**config.mk**
```make
export PLATFORM = sky130hd
export DESIGN_NAME = shift_ctrl
export DESIGN_NICKNAME = d
export VERILOG_FILES = /design/src/rtl/shift_ctrl.sv
export SDC_FILE = /design/constraint.sdc
export NUM_CORES = 1
export LEC_CHECK = 0
export CORE_ASPECT_RATIO = 0.7
export CORE_MARGIN = 4
export CORE_UTILIZATION = 42
export DETAILED_ROUTE_END_ITERATION = 6
export GPL_TIMING_DRIVEN = 0
export PLACE_DENSITY = 0.76
export SYNTH_ARGS = -nofsm -noshare
export SYNTH_HDL_FRONTEND = slang
export SYNTH_SLANG_ARGS = --single-unit
```
**constraint.sdc**
```tcl
create_clock -name clk -period 4.5 [get_ports clk]
set_clock_uncertainty 0.05 [all_clocks]
set_input_delay 1.35 -clock clk [delete_from_list [all_inputs] [get_ports clk]]
set_output_delay 1.35 -clock clk [all_outputs]
set_load 0.02 [all_outputs]
```
**src/rtl/shift_ctrl.sv**
```systemverilog
// shift_ctrl: multi-pass sequencer in front of an 8-bit combinational
// barrel shifter (at most 7 positions per pass). It turns a 0-31 shift
// amount into a sequence of passes, feeding each pass result back
// through the shifter.
// Optional feature: define SHIFT_ROT_EN to build rotate-right (op 11)
// from two shifter passes. Without it, op 11 is answered immediately
// with res_err=1 and the operand unchanged.
module shift_ctrl (
  input  logic       clk,
  input  logic       rst_n,
  input  logic       cmd_valid,
  output logic       cmd_ready,
  input  logic [7:0] cmd_data,
  input  logic [4:0] cmd_amt,
  input  logic [1:0] cmd_op,
  output logic       res_valid,
  input  logic       res_ready,
  output logic [7:0] res_data,
  output logic       res_err,
  output logic       busy,
  output logic [7:0] sh_din,
  output logic [2:0] sh_shamt,
  output logic       sh_lr,
  output logic       sh_al,
  input  logic [7:0] sh_dout
);

  localparam logic [1:0] OP_SLL = 2'b00;
  localparam logic [1:0] OP_SRA = 2'b10;
  localparam logic [1:0] OP_ROR = 2'b11;

  typedef enum logic [2:0] {
    IDLE  = 3'd0,
    RUN   = 3'd1,
`ifdef SHIFT_ROT_EN
    ROT_R = 3'd2,
    ROT_L = 3'd3,
`endif
    DONE  = 3'd4
  } state_t;

  state_t     state;
  logic [7:0] work;
  logic [4:0] rem;
  logic [1:0] op;
  logic [2:0] step;
  logic [4:0] rem_next;
`ifdef SHIFT_ROT_EN
  logic [7:0] part;
  logic [3:0] rot_left4;
`endif

  // Per-pass shift size: never more than the shifter can do, never more than what is left.
  always_comb begin
    step     = (rem > 5'd7) ? 3'd7 : rem[2:0];
    rem_next = rem - {2'b00, step};
  end

`ifdef SHIFT_ROT_EN
  // Left half of a rotate shifts by 8-k; k is 1..7 here, so the 3-bit result never wraps.
  always_comb begin
    rot_left4 = 4'd8 - {1'b0, rem[2:0]};
  end
`endif

  // Commands are only taken in IDLE, and never while reset is held.
  always_comb begin
    cmd_ready = rst_n && (state == IDLE);
  end

  // Shifter drive per state; IDLE and DONE park it at a zero shift of the working value.
  always_comb begin
    sh_din   = work;
    sh_shamt = 3'd0;
    sh_lr    = 1'b0;
    sh_al    = 1'b0;
    case (state)
      RUN: begin
        sh_shamt = step;
        sh_lr    = (op == OP_SLL);
        sh_al    = (op == OP_SRA);
      end
`ifdef SHIFT_ROT_EN
      ROT_R: sh_shamt = rem[2:0];
      ROT_L: begin
        sh_shamt = rot_left4[2:0];
        sh_lr    = 1'b1;
      end
`endif
      default: ;
    endcase
  end

  // Sequencer: accept, run the passes, then hold the registered result until it is taken.
  always_ff @(posedge clk) begin
    if (!rst_n) begin
      state     <= IDLE;
      work      <= 8'h00;
      rem       <= 5'd0;
      op        <= 2'b00;
      res_err   <= 1'b0;
      res_valid <= 1'b0;
      res_data  <= 8'h00;
      busy      <= 1'b0;
`ifdef SHIFT_ROT_EN
      part      <= 8'h00;
`endif
    end else begin
      case (state)
        IDLE: begin
          if (cmd_valid) begin
            work    <= cmd_data;
            rem     <= cmd_amt;
            op      <= cmd_op;
            res_err <= 1'b0;
            busy    <= 1'b1;
            if (cmd_op == OP_ROR) begin
`ifdef SHIFT_ROT_EN
              if (cmd_amt[2:0] != 3'd0) begin
                state <= ROT_R;
              end else begin
                state     <= DONE;
                res_valid <= 1'b1;
                res_data  <= cmd_data;
              end
`else
              state     <= DONE;
              res_valid <= 1'b1;
              res_data  <= cmd_data;
              res_err   <= 1'b1;
`endif
            end else if (cmd_amt != 5'd0) begin
              state <= RUN;
            end else begin
              state     <= DONE;
              res_valid <= 1'b1;
              res_data  <= cmd_data;
            end
          end
        end
        RUN: begin
          work <= sh_dout;
          rem  <= rem_next;
          if (rem_next == 5'd0) begin
            state     <= DONE;
            res_valid <= 1'b1;
            res_data  <= sh_dout;
          end
        end
`ifdef SHIFT_ROT_EN
        ROT_R: begin
          part  <= sh_dout;
          state <= ROT_L;
        end
        ROT_L: begin
          work      <= part | sh_dout;
          res_data  <= part | sh_dout;
          res_valid <= 1'b1;
          state     <= DONE;
        end
`endif
        DONE: begin
          if (res_ready) begin
            state     <= IDLE;
            res_valid <= 1'b0;
            busy      <= 1'b0;
          end
        end
        default: state <= IDLE;
      endcase
    end
  end

endmodule

```
# --- Yosys cells after proc, flatten, opt, wreduce, memory -nomap -nowiden ---
# Cells that the tools add are included.
# W data, S select, Z words.
classes:
  n_eq_ne: 8
  addsub: 1
  n_reduce_logical: 14
  magnitude_cmp: 1
  muxes: 28
op_table:
  columns: ["operator", "n"]
  rows:
  - ["$mux W8", 5]
  - ["$pmux W8 S2", 2]
  - ["$mux W3", 7]
  - ["$pmux W5 S2", 1]
  - ["$mux W1", 9]
  - ["$pmux W3 S3", 1]
  - ["$ne A2 B2 Y1 const B", 3]
  - ["$reduce_and A3 Y1", 2]
  - ["$gt A5 B3 Y1 const B", 1]
  - ["$logic_not A5 Y1", 1]
  - ["$mux W5", 1]
  - ["$reduce_and A5 Y1", 1]
  - ["$reduce_bool A5 Y1", 1]
  - ["$sub A5 B3 Y5", 1]
  - ["$eq A2 B2 Y1 const B", 2]
  - ["$reduce_and A2 Y1", 2]
  - ["$reduce_and A4 Y1", 1]
  - ["$reduce_bool A2 Y1", 2]
  - ["$eq A3 B1 Y1 const B", 1]
  - ["$eq A3 B3 Y1 const B", 1]
  - ["$logic_not A3 Y1", 1]
  - ["$ne A3 B3 Y1 const B", 1]
  - ["$pmux W1 S3", 1]
  - ["$reduce_bool A3 Y1", 1]
  - ["other kinds (3)", 3]
totals:
  output_inout_bits: 25
  in_bits: 27
  word_cells: 60
  register_bits: 29

# --- Logic depth before layout (Yosys ltp) ---
# Gate-level depths: netlist of run 1.
depth:
  ltp_word: 6
  mapped_depth: 9
  depth_no_buf: 7

# --- Worst setup path before layout of run 1 ---
# Ideal clock, no wire load.
synth_path:
  path_type: "input -> output"
  from: "input rst_n"
  to: "output cmd_ready"
  arrival_time_ns: 1.690
  stages: 2
  setup_slack_ns: 1.410
  path_buffers: 0
  cell_sequence: "nand2b_1 nor2_1"
synth_between:
  elab_chain_len: 1
synth_lines:
  columns: ["item", "line", "rtl"]
  rows:
  - ["start: declaration", "10", "input logic rst_n,"]
  - ["$logic_and A1 B1 Y1", "68", "cmd_ready = rst_n && (state == IDLE);"]
  - ["end: declaration", "12", "output logic cmd_ready,"]
# Every way passes these cells.

# --- Worst setup path after layout of run 1 ---
# Same ends and word-level chain as after synthesis.

==> results of run 1 <==
[final timing paths]
kind | startpoint | end | cells past startpoint
setup / recovery | rst_n | cmd_ready | 4
hold / removal | res_valid | res_valid | 2
setup reg to reg | rem[4] | res_data[5] | 9
hold reg to reg | res_valid | res_valid | 2
[metal layers]
metal	wire length, µm	up-vias	share of wire (%)
met1	1800	642	46
met3	327	6	8.3
met4	51	0	1.3
li1	-	686	-
met2	1760	58	45
met5	0	-	0
[where the power goes]
part	switching (mW)	total, mW	internal [mW]	leakage, nW
clock network	0.0808	0.159	0.0785	0.0288
registers	0.0190	0.296	0.277	0.230
logic	0.133	0.261	0.128	0.617
total	0.233	0.717	0.483	0.876
[synthesized netlist by cell type, types with 2 or more instances]
master and number:
and3_1 2, o21ai_1 3, o211a_1 4, nor3_1 5, o22ai_1 2, nand3_1 5
dfxtp_1 28, nand2b_1 5, a21boi_1 4, nor2_1 9, mux2_1 5, mux2i_1 15
o211ai_1 3, buf_2 7, nand2_1 27, a21bo_2 3, clkbuf_1 5, nor3b_1 2
nor2b_1 10, a21oi_1 3, or2_1 2, o21ai_0 3
[stage by stage]
stage | instances | worst slack, ns | hold WS, ns
2_1_floorplan | 167 | 1.41 | 0.434
3_3_place_gp | 265 | 0.458 | 0.394
3_5_place_dp | 265 | 0.464 | 0.407
4_1_cts | 269 | 0.456 | 0.422
5_1_grt | 269 | 0.388 | 0.450
6_report | 269 | 0.461 | 0.420
[cell type report]
cell class | count | area [µm²] | share of cell area, %
buffer | 13 | 65.1 | 3.14
clock buffer | 4 | 55.1 | 2.66
timing repair buffer | 51 | 510 | 24.6
tap | 47 | 58.8 | 2.84
multi-input combinational | 125 | 818 | 39.5
inverter | 1 | 3.75 | 0.181
sequential | 28 | 561 | 27.1
[cells by family after synthesis]
| group | Yosys count | share of synthesized area [%] |
|---|---|---|
| flops | 28 | 38.7 |
| mux | 20 | 14.3 |
| simple gates | 73 | 25.6 |
| buf+inv | 14 | 4.75 |
| fa+ha+maj | 1 | 0.864 |
| compound gates | 31 | 15.8 |
[worst reg2reg max path, cell delays in order, from the launching register on]
cell and delay [ns]:
dfxtp_1 0.32, clkbuf_1 0.30, nor2_1 0.15, or2_1 0.24
ha_1 0.25, nand2b_1 0.12, nor4_2 0.06, a21oi_1 0.16
buf_6 0.20, mux2i_1 0.21
[flip-flops by register name, indices dropped and copies added (netlist names)]
name and cells:
res_data 8, sh_din 8, rem 5, op 2, state 2, busy 1, res_err 1, res_valid 1
==> summary.md, run 1 <==
| Metric | Value |
|---|---|
| Critical path startpoint category | `input pin` |
| Worst-skew pair later-pin latency | `0.28 ns` |
| Met3 usage | `6.15%` |
| CP Cell Sequence | `clkdlybuf4s50_1 > nand2b_1 > nor2_1 > clkdlybuf4s50_1` |
| CTS tree | `built` |
| Most crowded layer after global routing | `met2` |
| H-tree level count | `1` |
| Worst setup EP type | `output pin` |
| WL/cell | `14.6 µm` |
| PD cells | `346 nW/µm²` |
| Seq cells post-synth | `28` |
| Fin area | `2070 µm²` |
| Crit-path max FO | `3` |
| GP Congestion | `0.798` |
| Initial antenna violation count | `0` |
| Detail Route Antenna Nets | `0` |
| Grt total ovfl | `0` |
| Layout cells sized above 1 | `8.11%` |
| Most frequent cells in the layout | `clkdlybuf4s50_1 (51), dfxtp_1 (28), nand2_1 (27), mux2i_1 (15), nor2b_1 (10)` |
| Max_cap viols | `0` |
| Worst Path Buf+Inv | `2` |
| CP required | `3.10 ns` |
| Rows | `17` |
| P&R area growth vs syn | `43.1%` |
| Antenna fix cells | `0` |
| Asr flop ratio synth | `0%` |
| Mean post-synth cell area | `8.67 µm²` |
| Sequential share of the synthesized area | `38.7%` |
| Number of global-route vias before repair | `1418` |
| Number of synthesized flops with an enable pin | `0` |
| Largest net degree at the start of global routing | `16` |
| 1st-iter DRT viols | `80` |
| Syn nets | `195` |
| VDD IR max | `0.000170 V` |
| # resized after CTS | `0` |
| Global-route wire length before repair | `6590 µm` |
| Hold Buf Count CTS | `0` |
| Routed WL | `3930 µm` |
| WP data arrival | `2.64 ns` |
| HP Class | `reg -> reg` |
| Final core area utilization | `64.1%` |
| Die Y | `57.1 µm` |
| Filler cells | `274` |
| Initial Util | `44.8%` |
| Layout Nets | `251` |
| RSZ-0062 raised after global routing | `no` |
| Max Clk Rate | `248 MHz` |
| Cell count after synthesis | `167` |
| Full die area | `4470 µm²` |
| Post-CTS Repair Setup Buffers | `0` |
| Clk root buf | `clkbuf_8` |
| Commonest non-fill, non-tap cell in the layout | `clkdlybuf4s50_1` |
| Clock transition at path regs | `0.09 ns` |
| Final Hold Violating Endpoints | `0` |
| Vias per std cell | `5.17` |
| Leakage | `0.876 nW` |
| I/O Pins | `52` |
| Slowest CP cell | `clkdlybuf4s50_1` |
| Drt pass-1 iters | `7` |
| Area leader, netlist | `dfxtp_1` |
| Drt drc | `0` |
| Cell variety after synth | `37` |
| Worst R2R Setup Slack | `2.39 ns` |
| Mapped cell area | `1450 µm²` |
| Hpwl dp | `2880 µm` |
| Cell family with most CP delay | `buffers and inverters` |
| Fin crit share | `89.8%` |
| Crit-path max cell delay | `0.61 ns` |
| Gr usage total | `18.5%` |
| Setup TNS | `0 ns` |
| CTS Buf Count | `3` |
| Top cells by area, synth | `dfxtp_1 (39%), mux2i_1 (10%), nand2_1 (7.0%), nor2b_1 (4.3%), mux2_1 (3.9%)` |
| Total chip power | `0.717 mW` |
| Min cycle time layout | `4.04 ns` |
| Status | `finished, final reports clean` |
| Max-slew violations | `0` |
| Clk sinks | `28` |
| CORE AREA | `3230 µm²` |
| Synth top area share | `38.7%` |
| Slew @ Worst Pin | `0.484 ns` |
| Synth warn | `0` |
| Met2 usage in global routing | `28.9%` |
| Final Setup Violations | `0` |
| Placed inst area | `2020 µm²` |
| Port bufs | `51` |
| Die W | `78.2 µm` |
| Synth Flop Type | `dfxtp_1` |
| Crit path kind | `in -> out` |
| Most frequent cell on the critical path | `clkdlybuf4s50_1` |
| Met1 GRT Util | `24.4%` |
| CTS Buffer Depth | `2` |
| Total number of vias | `1392` |
| Worst slew margin | `67.7%` |
No activity file was read; power rests on OpenSTA's default activity.
==> run 2: changes to the inputs <==
CORE_UTILIZATION = 48   (was 42)
PLACE_DENSITY = 0.85   (was 0.76)
==> run 2 against run 1 <==
Against the previous run:
- total power is 5.9% higher
- fmax fell by 0.88%
- clock-buffer cell count shrank 1
- highest routed layer unchanged
==> summary.md, run 2 (synthesized netlist as in run 1, its figures left out) <==
| Metric | Value |
|---|---|
| R2R Path Start | `rem[4]` |
| Layout cells sized above 1 | `8.11%` |
| Critical path startpoint category | `input pin` |
| Hpwl dp | `2820 µm` |
| Status | `finished, final reports clean` |
| P&R area growth vs syn | `43.3%` |
| Slew @ Worst Pin | `0.500 ns` |
| GP Congestion | `0.915` |
| Drt drc | `0` |
| Initial antenna violation count | `0` |
| Largest net degree at the start of global routing | `17` |
| PD cells | `366 nW/µm²` |
| Crit-path max cell delay | `0.62 ns` |
| Drt pass-1 iters | `4` |
| Total number of vias | `1430` |
| Grt total ovfl | `0` |
| Gr usage total | `20.4%` |
| Full die area | `3970 µm²` |
| Total chip power | `0.759 mW` |
| Initial Util | `50.9%` |
| H-tree level count | `1` |
| Max_cap viols | `0` |
| Max-slew violations | `0` |
| Port bufs | `51` |
| Leakage | `0.883 nW` |
| Fin crit share | `90.6%` |
| Die Y | `53.9 µm` |
| Global-route wire length before repair | `6270 µm` |
| Crit Reg-Reg Endpoint | `res_data[6]` |
| Int Power | `0.524 mW` |
| Crit path kind | `in -> out` |
| Post-CTS Repair Setup Buffers | `0` |
| Vias per std cell | `5.54` |
| Detail Route Antenna Nets | `0` |
| Setup TNS | `0 ns` |
| Min cycle time layout | `4.08 ns` |
| CP Cell Sequence | `clkdlybuf4s50_1 > nand2b_1 > nor2_1 > clkdlybuf4s50_1` |
| Clk sinks | `28` |
| Worst slew margin | `66.7%` |
| # resized after CTS | `0` |
| Worst R2R Setup Slack | `2.36 ns` |
| Hold depth | `2` |
| Slowest CP cell | `clkdlybuf4s50_1` |
| WL/cell | `15.4 µm` |
| Hold Buf Count CTS | `0` |
| Rows | `16` |
| CTS Buffer Depth | `2` |
| Fin Hold WS | `0.417 ns` |
| Clk pwr share | `26.2%` |
| Psw | `0.235 mW` |
| I/O Pins | `52` |
| Cell family with most CP delay | `buffers and inverters` |
| Commonest non-fill, non-tap cell in the layout | `clkdlybuf4s50_1` |
| Routed WL | `3960 µm` |
| RSZ-0062 raised after global routing | `no` |
| Die W | `73.6 µm` |
| Sw frac | `31.0%` |
| Clk root buf | `clkbuf_8` |
| Layout Nets | `251` |
| CP startpoint | `rst_n` |
| CORE AREA | `2840 µm²` |
| CP required | `3.10 ns` |
| Fin cells | `258` |
| HP Class | `reg -> reg` |
| VDD IR max | `0.000287 V` |
| Final core area utilization | `73.0%` |
| Share of power burned in registers | `38.9%` |
| Most frequent cell on the critical path | `clkdlybuf4s50_1` |
| 1st-iter DRT viols | `101` |
| Hold EP | `res_data[7]` |
| Post-Place Cells | `254` |
| Number of global-route vias before repair | `1405` |
| Comb pwr share | `34.9%` |
| Worst Reg-to-Reg Cells | `9` |
| Worst-skew pair later-pin latency | `0.27 ns` |
| Final Hold Violating Endpoints | `0` |
| Worst Path Buf+Inv | `2` |
| Antenna fix cells | `0` |
| Clock transition at path regs | `0.10 ns` |
| Worst setup EP type | `output pin` |
| CTS Buf Count | `3` |
| WP data arrival | `2.68 ns` |
| Final Setup Violations | `0` |
| Most frequent cells in the layout | `clkdlybuf4s50_1 (51), dfxtp_1 (28), nand2_1 (27), mux2i_1 (15), nor2b_1 (10)` |
| Crit-path max FO | `3` |
| Hold_sp | `res_data[7]` |
| CTS tree | `built` |
| Max Clk Rate | `245 MHz` |
run 2: cell types whose count changed in the layout (fill, tap and decap cells not counted):
cell / previous run / this run
clkbuf_8: 4 / 3
bufinv_16: 0 / 1
run 2: power groups by stage:
stage	clock [mW]	sequential (mW)	combinational, mW
final	0.199	0.295	0.265
after global routing	0.209	0.299	0.284
after CTS	0.201	0.295	0.265
after detailed placement	0	0.300	0.260
after global placement	0	0.299	0.254
after floorplan	0	0.321	0.137
run 2: how the worst max path moves through the flow:
stage / to / slack (ns) / cells after the start
2_1_floorplan: cmd_ready / 1.41 / 2
3_3_place_gp: cmd_ready / 0.46 / 4
3_5_place_dp: cmd_ready / 0.42 / 4
4_1_cts: cmd_ready / 0.41 / 4
5_1_grt: cmd_ready / 0.36 / 4
6_report: cmd_ready / 0.42 / 4
run 2: layout make-up:
type	count	area (µm²)
Multi-Input combinational cell	125	818
Timing Repair Buffer	51	510
Buffer	13	65.1
Clock buffer	3	41.3
Sequential cell	28	561
Fill cell	224	768
Tap cell	36	45.0
Clock inverter	1	30.0
Inverter	1	3.75
run 2: tightest hold or removal path: stages (launching register included):
cell     delay (ns)
dfxtp_1        0.32
nand2_1        0.05
mux2i_1        0.06
run 2: routing by layer:
layer | vias up | routed length [µm] | global-route usage (%)
li1 | 693 | - | -
met1 | 681 | 1830 | 25.4
met2 | 54 | 1790 | 34.9
met3 | 2 | 327 | 7.65
met4 | 0 | 13 | 2.41
met5 | - | 0 | 0
run 2: through the flow:
stage | worst slack, ns | cell area (µm²)
global placement | 0.461 | 2000
CTS | 0.413 | 2070
detailed placement | 0.418 | 2000
finish | 0.425 | 2070
global route | 0.358 | 2070
floorplan | 1.41 | 1450
==> run 3: changes to the inputs <==
CORE_ASPECT_RATIO = 0.75   (was 0.7)
==> run 3 against run 2 <==
Against the previous run:
- sequential share of layout area up 0.21 points
- fmax up 0.87%
- sequential power hardly changed
- sequential cell count is the same
- non-clock buffer count unchanged
- highest routed layer unchanged
- cell area is 0.78% lower
- via count up 0.63%
- hold slack worse by 0.0028 ns
- clock-buffer cell count grew 1
- global-route usage fell by 0.60 points
- setup slack better by 0.035 ns
==> summary.md, run 3 (synthesized netlist as in run 1, its figures left out) <==
| Metric | Value |
|---|---|
| Drt pass-1 iters | `6` |
| Global-route wire length before repair | `6330 µm` |
| Status | `finished, final reports clean` |
| Critical path startpoint category | `input pin` |
| PD cells | `349 nW/µm²` |
| Met2 usage in global routing | `32.1%` |
| Layout cells sized above 1 | `8.11%` |
| Min cycle time layout | `4.04 ns` |
| Hold Buf Count CTS | `0` |
| Clk root buf | `clkbuf_8` |
| Layout Nets | `251` |
| WL/cell | `15.5 µm` |
| Worst R2R Setup Slack | `2.39 ns` |
| Leakage | `0.876 nW` |
| Post-Place Cells | `254` |
| Largest net degree at the start of global routing | `16` |
| Post-CTS Repair Setup Buffers | `0` |
| Fin Hold WS | `0.414 ns` |
| Drt drc | `0` |
| Port bufs | `51` |
| P&R area growth vs syn | `42.2%` |
| Clk sinks | `28` |
| Grt total ovfl | `0` |
| Hpwl dp | `2900 µm` |
| CTS Buf Count | `3` |
| Fin crit share | `89.8%` |
| Crit-path max FO | `3` |
| Met3 usage | `6.88%` |
| Vias per std cell | `5.58` |
| CP required | `3.10 ns` |
| # resized after CTS | `0` |
| Most crowded layer after global routing | `met2` |
| 1st-iter DRT viols | `129` |
| Commonest non-fill, non-tap cell in the layout | `clkdlybuf4s50_1` |
| CORE AREA | `2740 µm²` |
| Final core area utilization | `75.0%` |
| Met1 GRT Util | `25.1%` |
| Final Setup Violations | `0` |
| Worst slew margin | `67.6%` |
| CTS tree | `built` |
| Fin cells | `258` |
| Final Hold Violating Endpoints | `0` |
| H-tree level count | `1` |
| VDD IR max | `0.000282 V` |
| Full die area | `3970 µm²` |
| Slew @ Worst Pin | `0.486 ns` |
| GP Congestion | `0.855` |
| HP Class | `reg -> reg` |
| Max-slew violations | `0` |
| Worst setup EP type | `output pin` |
| Initial antenna violation count | `0` |
| Crit path kind | `in -> out` |
| I/O Pins | `52` |
| Number of global-route vias before repair | `1327` |
| Gr usage total | `19.8%` |
| RSZ-0062 raised after global routing | `no` |
| Die Y | `55.6 µm` |
| Max Clk Rate | `248 MHz` |
| Most frequent cells in the layout | `clkdlybuf4s50_1 (51), dfxtp_1 (28), nand2_1 (27), mux2i_1 (15), nor2b_1 (10)` |
| Routed WL | `4000 µm` |
| Rows | `16` |
| Setup TNS | `0 ns` |
| Clock transition at path regs | `0.09 ns` |
| Initial Util | `52.8%` |
| Hold depth | `2` |
| Worst Reg-to-Reg Cells | `9` |
| Total number of vias | `1439` |
| Worst-skew pair later-pin latency | `0.27 ns` |
| Die W | `71.4 µm` |
| WP data arrival | `2.64 ns` |
| CTS Buffer Depth | `2` |
| Antenna fix cells | `0` |
| Max_cap viols | `0` |
| Detail Route Antenna Nets | `0` |
[run 3: power by group]
group          total [mW]  switching, mW  leakage [nW]  internal (mW)
logic               0.266          0.137         0.617          0.129
registers           0.296         0.0191         0.230          0.277
clock network       0.157         0.0787        0.0288         0.0784
[run 3: critical path: stages]
cell	delay, ns
clkdlybuf4s50_1	0.50
nand2b_1	0.08
nor2_1	0.10
clkdlybuf4s50_1	0.61
[run 3: path summary, 6_finish.rpt]
kind	start	endpoint
setup / recovery	rst_n	cmd_ready
hold / removal	res_data[4]	res_data[4]
setup reg to reg	rem[4]	res_data[1]
hold reg to reg	res_data[4]	res_data[4]
[run 3: stage by stage]
stage | worst slack [ns] | instance area, µm² | power [mW]
after floorplan | 1.41 | 1450 | 0.458
after global placement | 0.463 | 2000 | 0.554
after detailed placement | 0.454 | 2000 | 0.563
after CTS | 0.446 | 2060 | 0.718
after global routing | 0.359 | 2060 | 0.753
final | 0.460 | 2060 | 0.719
[run 3: final cells by class]
type	instances	area (µm²)
Tap cell	36	45.0
Clock buffer	4	55.1
Timing Repair Buffer	51	510
Sequential cell	28	561
Buffer	13	65.1
Fill cell	192	684
Multi-Input combinational cell	125	818
Inverter	1	3.75
[run 3: per-layer routing]
metal	share of wire [%]	vias up
met4	1.3	0
li1	-	688
met2	47	61
met3	7.9	8
met5	0	-
met1	43	682
